## config.mk

```make
export PLATFORM = sky130hd
export DESIGN_NAME = mem_arbiter
export DESIGN_NICKNAME = d
export VERILOG_FILES = /design/src/rtl/mem_arbiter.sv
export SDC_FILE = /design/constraint.sdc
export NUM_CORES = 1
export LEC_CHECK = 0
export CORE_ASPECT_RATIO = 0.5
export CORE_MARGIN = 3
export CORE_UTILIZATION = 24
export DETAILED_ROUTE_END_ITERATION = 8
export GPL_TIMING_DRIVEN = 0
export PLACE_DENSITY = 0.82
export SLEW_MARGIN = 15
export SYNTH_ARGS = -nofsm -noshare
export SYNTH_HDL_FRONTEND = slang
export SYNTH_SLANG_ARGS = --single-unit
export TNS_END_PERCENT = 5
```

## constraint.sdc

```tcl
create_clock -name clk -period 1.8 [get_ports clk]
set_input_delay 0.36 -clock clk [delete_from_list [all_inputs] [get_ports clk]]
set_output_delay 0.36 -clock clk [all_outputs]
set_load 0.005 [all_outputs]
```

## src/rtl/mem_arbiter.sv

```systemverilog
// mem_arbiter: shares one synchronous memory port between the CPU and a DMA requester,
// with DMA priority bounded by a burst limit and one-cycle read-data steering.
module mem_arbiter #(
  parameter int ADDR_W        = 16,
  parameter int DATA_W        = 8,
  parameter int DMA_MAX_BURST = 4
) (
  input  logic              clk,
  input  logic              reset,
  input  logic              cpu_req,
  input  logic              cpu_we,
  input  logic [ADDR_W-1:0] cpu_addr,
  input  logic [DATA_W-1:0] cpu_wr_data,
  output logic              cpu_rdy,
  output logic              cpu_rd_valid,
  output logic [DATA_W-1:0] cpu_rd_data,
  input  logic              dma_req,
  input  logic              dma_we,
  input  logic [ADDR_W-1:0] dma_addr,
  input  logic [DATA_W-1:0] dma_wr_data,
  output logic              dma_ack,
  output logic              dma_rd_valid,
  output logic [DATA_W-1:0] dma_rd_data,
  output logic              mem_en,
  output logic              mem_we,
  output logic [ADDR_W-1:0] mem_addr,
  output logic [DATA_W-1:0] mem_wr_data,
  input  logic [DATA_W-1:0] mem_rd_data
);
  typedef enum logic [1:0] {IDLE, CPU, DMA} state_t;
  typedef enum logic [1:0] {R_NONE, R_CPU, R_DMA} owner_t;
  state_t state, state_n;
  owner_t rd_owner, rd_owner_n;
  logic [3:0] burst_cnt, burst_n;
  logic gnt_dma, gnt_cpu;
  always_ff @(posedge clk or posedge reset)
    if (reset) begin
      state     <= IDLE;
      burst_cnt <= 4'd0;
      rd_owner  <= R_NONE;
    end else begin
      state     <= state_n;
      burst_cnt <= burst_n;
      rd_owner  <= rd_owner_n;
    end
  // burst_cnt is always zero unless the previous owner was DMA, so a new run starts at 1
  always_comb begin
    gnt_dma     = !reset && dma_req && (!cpu_req || burst_cnt < 4'(DMA_MAX_BURST));
    gnt_cpu     = !reset && cpu_req && !gnt_dma;
    state_n     = gnt_dma ? DMA : gnt_cpu ? CPU : IDLE;
    burst_n     = !gnt_dma ? 4'd0 : state != DMA ? 4'd1 : burst_cnt == 4'hF ? 4'hF : burst_cnt + 4'd1;
    rd_owner_n  = gnt_dma && !dma_we ? R_DMA : gnt_cpu && !cpu_we ? R_CPU : R_NONE;
    cpu_rdy     = gnt_cpu;
    dma_ack     = gnt_dma;
    mem_en      = gnt_dma || gnt_cpu;
    mem_we      = gnt_dma ? dma_we : gnt_cpu && cpu_we;
    mem_addr    = gnt_dma ? dma_addr : gnt_cpu ? cpu_addr : '0;
    mem_wr_data = gnt_dma ? dma_wr_data : gnt_cpu ? cpu_wr_data : '0;
  end
  assign cpu_rd_valid = rd_owner == R_CPU;
  assign dma_rd_valid = rd_owner == R_DMA;
  assign cpu_rd_data  = mem_rd_data;
  assign dma_rd_data  = mem_rd_data;
endmodule

```

After elaboration in Yosys (flattened, before gate mapping)
Index checks and enable logic that the tools add are counted.
- bits in registers: 8
- bits of input ports: 62
- output and inout bits: 46
- word-level logic and storage cells: 35
- add/sub/neg operators: 1
- order comparisons: 1
- equal/unequal tests: 4
- mux-type cells: 12
- reduce and logical (&&, ||, !) cells: 14
- operator list (kind ; number):
    16-bit 2-to-1 mux ; 2
    8-bit 2-to-1 mux ; 2
    4-bit 2-to-1 mux ; 3
    1-bit logical AND ; 7
    1-bit zero test ; 5
    4-bit by 1-bit adder with 4-bit output (second input constant) ; 1
    4-bit == test (second input constant) ; 1
    4-bit by 3-bit < comparator with 1-bit output (second input constant) ; 1
    2-bit 2-to-1 mux ; 2
    1-bit 2-to-1 mux ; 3
    2-bit by 1-bit == test with 1-bit output (second input constant) ; 1
    2-bit == test (second input constant) ; 1
    1-bit logical OR ; 2
    2-bit inequality test (second input constant) ; 1

Depth between registers and ports, before layout
- depth in word-level cells: 8
- gate-level depth with buffers: 6
- gate-level depth less buffers: 4

Worst setup path before layout
OpenSTA, ideal clock, no wires.
- path type: register to output
- start point: register burst_cnt[2]
- end point: output mem_addr[10]
- arrival time: 1.245 ns
- data required time: 1.440 ns
- path slack: 0.195 ns
- cell stages (with the launch flop): 6
- buffers on the path: 3
- cells stage by stage: dfrtp_1 -> buf_6 -> o311a_1 -> buf_6 -> buf_6 -> a22o_1
- cells in the longest elaborated chain, start to end: 7
- ends and longest elaborated chain (item ; RTL line ; source):
    from (decl) ; 34 ; logic [3:0] burst_cnt, burst_n;
    from (signal assigned) ; 43 ; burst_cnt <= burst_n;
    4-bit by 3-bit < comparator with 1-bit output ; 48 ; gnt_dma = !reset && dma_req && (!cpu_req || burst_cnt < 4'(DMA_MAX_BURST));
    1-bit logical OR ; 48 ;
    1-bit logical AND ; 48 ;
    1-bit zero test ; -- ;
    1-bit logical AND ; 49 ; gnt_cpu = !reset && cpu_req && !gnt_dma;
    via cpu_rdy ; 14 ; output logic cpu_rdy,
    16-bit 2-to-1 mux (2 in a row) ; 57 ; mem_addr = gnt_dma ? dma_addr : gnt_cpu ? cpu_addr : '0;
    to (decl) ; 26 ; output logic [ADDR_W-1:0] mem_addr,
The timed path passes the listed nets, and every way through them passes these cells.

Final worst setup path
- start point: register burst_cnt[3]
- end point: output mem_wr_data[6]
- cells in the longest elaborated chain, start to end: 7
- ends and longest elaborated chain (item ; RTL line ; source):
    4-bit by 3-bit < comparator with 1-bit output * ; 48 ;
    1-bit logical OR * ; 48 ;
    1-bit logical AND * ; 48 ;
    1-bit zero test ; -- ;
    1-bit logical AND ; 49 ;
    8-bit 2-to-1 mux ; 58 ; mem_wr_data = gnt_dma ? dma_wr_data : gnt_cpu ? cpu_wr_data : '0;
    8-bit 2-to-1 mux * ; 58 ;
    to (decl) ; 27 ; output logic [DATA_W-1:0] mem_wr_data,
Mark *: on every way between the ends. The rest lies on a longest branch, timed or not.

==> key figures <==
Outcome
  • Status: complete, but fails checks
  • Violated checks: negative setup slack

Timing
  • Relative slew slack: 75.92%
  • Min Tclk post-route: 1.977 ns
  • Final period util: 109.9%
  • Setup ws final: -0.1775 ns
  • Final setup fails: 26
  • RSZ-0062 raised after global routing: yes
  • Final Hold Vio Count: 0
  • Fmax: 505.7 MHz
  • Worst Tran Pin Value: 0.3603 ns
  • Skew final: 0.004432 ns
  • Slew Viols, Final: 0

Yosys
  • Count of cell types in the netlist: 21
  • Sequential share of the synthesized area: 26.27%
  • Post-synthesis sequential element count: 8
  • Synth Cell Area: 762.0 sq um
  • Post-Syn Area per Cell: 9.292 sq um
  • Post-Syn Nets: 145
  • Yosys warning count: 0
  • Gate Count Post-Synth: 82

Route
  • Met2 WL: 2.142 mm
  • DRC: 0
  • Met1 wire length: 1.238 mm
  • Post-route ant nets: 0
  • Routed WL: 3.621 mm
  • 1st-iter DRT viols: 16
  • Vias per cell: 4.610
  • Drt pass-1 iters: 4
  • Top Metal Used: met4
  • WL/cell: 15.34 um
  • WL met3: 174 um
  • DR vias: 1,088

Placement
  • Total placed cells including tap cells: 218
  • Detail Placement HPWL: 2.695 mm
  • IO buf count: 99
  • Post-place setup slack: -0.9592 ns
  • Cell Area, Placed: 0.001799 sq mm
  • Final GP Congestion: 0.8279

Worst setup path
  • RR Endpoint: rd_owner[0]
  • Worst path required time: 1.44 ns
  • CP Capture Type: output port
  • CP bufs+invs: 3
  • Crit path DAT: 1.62 ns
  • CP cell instances: o311a_1, buf_6, buf_6, a22o_1, buf_2
  • Slowest stage delay, CP: 0.44 ns
  • CP max stage cell: dfrtp_2
  • R2r setup slk: 0.34 ns
  • Max FO, Critical Path: 5
  • Worst setup path class: reg -> out
  • Setup crit start kind: register
  • Worst R2R Path Depth: 5
  • Critical path's most frequent cell: buf_6
  • Reg2reg start: burst_cnt[3]
  • Top delay family on crit path: compound AO/OA/AOI/OAI gates

Cells and area
  • Final Cell Area: 0.001893 sq mm
  • Share of post-route cells with drive strength above 1: 35.68%
  • Synth-to-Final Area Change: 148.4%
  • Number of inserted diodes: 0
  • Final #Nets: 264
  • Final Instance Count excl. Fillers: 236

Clock tree
  • H-tree depth: 1
  • Root buf cell: clkbuf_8
  • Clk_lat worst skew: 0.23 ns
  • TritonCTS buffer count: 3
  • Clk sink count: 8
  • CTS tree: done
  • Hold_buf cts: 0
  • Clock slew at reported path FFs: 0.04 ns
  • Clk buf depth: 2

Die
  • Die width: 85.69 um
  • Starting Density: 27.24%
  • Rows: 13
  • Die Area: 0.003928 sq mm
  • Core area: 0.002798 sq mm
  • Die Y: 45.85 um
  • I/O pin cnt: 108

Power and ir drop
  • Int Power: 570.4 uW
  • Power share of the combinational group: 45.5%
  • Final total power: 747.8 uW
  • Sw frac: 23.73%
  • Clock power share: 29.3%
  • Seq pwr share: 25.2%
  • Power Dens Cells: 395.0 mW/mm^2
  • Leakage: 0.9083 nW
  • Max VDD drop: 0.2673 mV
  • Net switching power: 177.5 uW

Min path
  • Hold Path Class: in -> async

Flow run
  • Max Cap Viol: 0

Global routing
  • Global-route wire length before repair: 5.078 mm
  • Global route overflow: 0
  • Vias in the first global route: 1,153
  • Initial antenna violation count: 0
  • Largest net degree at the start of global routing: 12
  • Total Routing Usage GR: 16.90%
-- per-layer routing --
layer	up-vias	track usage [%]
li1	527	-
met1	513	16.22
met2	39	35.65
met3	9	4.152
met4	0	6.940
met5	-	0
-- tightest hold or removal path: stages --
cell and delay, ns:
clkdlybuf4s15_1 0.21, clkinvlp_4 0.13, buf_4 0.14
-- power groups by stage --
stage | sequential [mW] | combinational (mW) | clock [mW]
after floorplan | 0.190 | 0.103 | 0
after global placement | 0.190 | 0.339 | 0
after detailed placement | 0.191 | 0.345 | 0
after CTS | 0.188 | 0.343 | 0.215
after global routing | 0.189 | 0.364 | 0.232
final | 0.189 | 0.340 | 0.219
-- registers in the layout, indices dropped and copies added, names as in the netlist --
signal / count
burst_cnt: 4
rd_owner: 2
state: 2
-- kinds of logic (layout without fill, tap and decap cells) --
logic type      count (synthesis)  after routing  share of synthesized area (%)
compound gates                 31             31                          33.99
buf+inv                        26            143                          25.61
simple gates                   15             15                          11.00
flops                           8              8                          26.27
fa+ha+maj                       1              1                          1.642
mux                             1              1                          1.478
-- cells in the mapped netlist, drive strengths merged --
| master | n | area, sq um |
|---|---|---|
| and3 | 1 | 6.260 |
| nor2b | 3 | 18.77 |
| dfrtp | 8 | 200.2 |
| nor3 | 2 | 10.01 |
| o21ai | 2 | 10.00 |
| nand3b | 1 | 7.510 |
| mux2 | 1 | 11.26 |
| nand3 | 3 | 20.02 |
| a2111oi | 1 | 10.01 |
| o311a | 1 | 10.01 |
| a31oi | 3 | 18.77 |
| ha | 1 | 12.51 |
| inv | 4 | 15.01 |
| buf | 22 | 180.2 |
| nand2b | 1 | 6.260 |
| a22o | 24 | 210.2 |
| nor2 | 4 | 15.01 |
-- what timing repair did --
| action | CTS | global route |
|---|---|---|
| buffers inserted | 10 | 4 |
| gates resized for setup | 98 | 14 |
| gates cloned | 1 | 0 |
| pin swaps | 3 | 2 |
| setup endpoints to repair | 28 | 27 |
-- placed cells by master, fill, tap and decap left out, drive strengths merged, types with 3 or more instances in the layout --
cell           synthesis  final
nor2                   4      4
clkbuf                 0     13
nor2b                  3      3
dfrtp                  8      8
dlygate4sd2            0      3
a22o                  24     24
buf                   22     52
nand3                  3      3
a31oi                  3      3
inv                    4      3
clkdlybuf4s50          0     69
-- per-stage QoR --
stage | util [%] | hold WS (ns) | setup TNS, ns
detailed placement | 64.31 | 0.5239 | -24.11
floorplan | - | 0.2050 | 0
finish | 67.67 | 0.2860 | -3.833
CTS | 68.02 | 0.3188 | -4.970
global placement | 64.31 | 0.5101 | -23.53
global route | 67.67 | 0.3204 | -4.991
-- worst max path at each step --
stage | from | to | slack (ns) | depth (start not counted)
4_1_cts | burst_cnt[3] | mem_addr[10] | -0.26 | 5
6_report | burst_cnt[3] | mem_wr_data[6] | -0.18 | 5
2_1_floorplan | burst_cnt[2] | mem_addr[10] | 0.20 | 5
3_5_place_dp | reset | mem_addr[13] | -0.96 | 7
3_3_place_gp | reset | mem_wr_data[6] | -0.93 | 7
5_1_grt | burst_cnt[3] | mem_addr[13] | -0.22 | 5
-- area by class of cell --
cell class | count | area [sq um]
Timing Repair Buffer | 114 | 1002
Fill cell | 228 | 904.6
Sequential cell | 8 | 201.4
Inverter | 4 | 21.27
Clock buffer | 3 | 41.29
Buffer | 22 | 195.2
Multi-Input combinational cell | 48 | 385.4
Tap cell | 37 | 46.29
No activity file was read; power rests on OpenSTA's default activity.
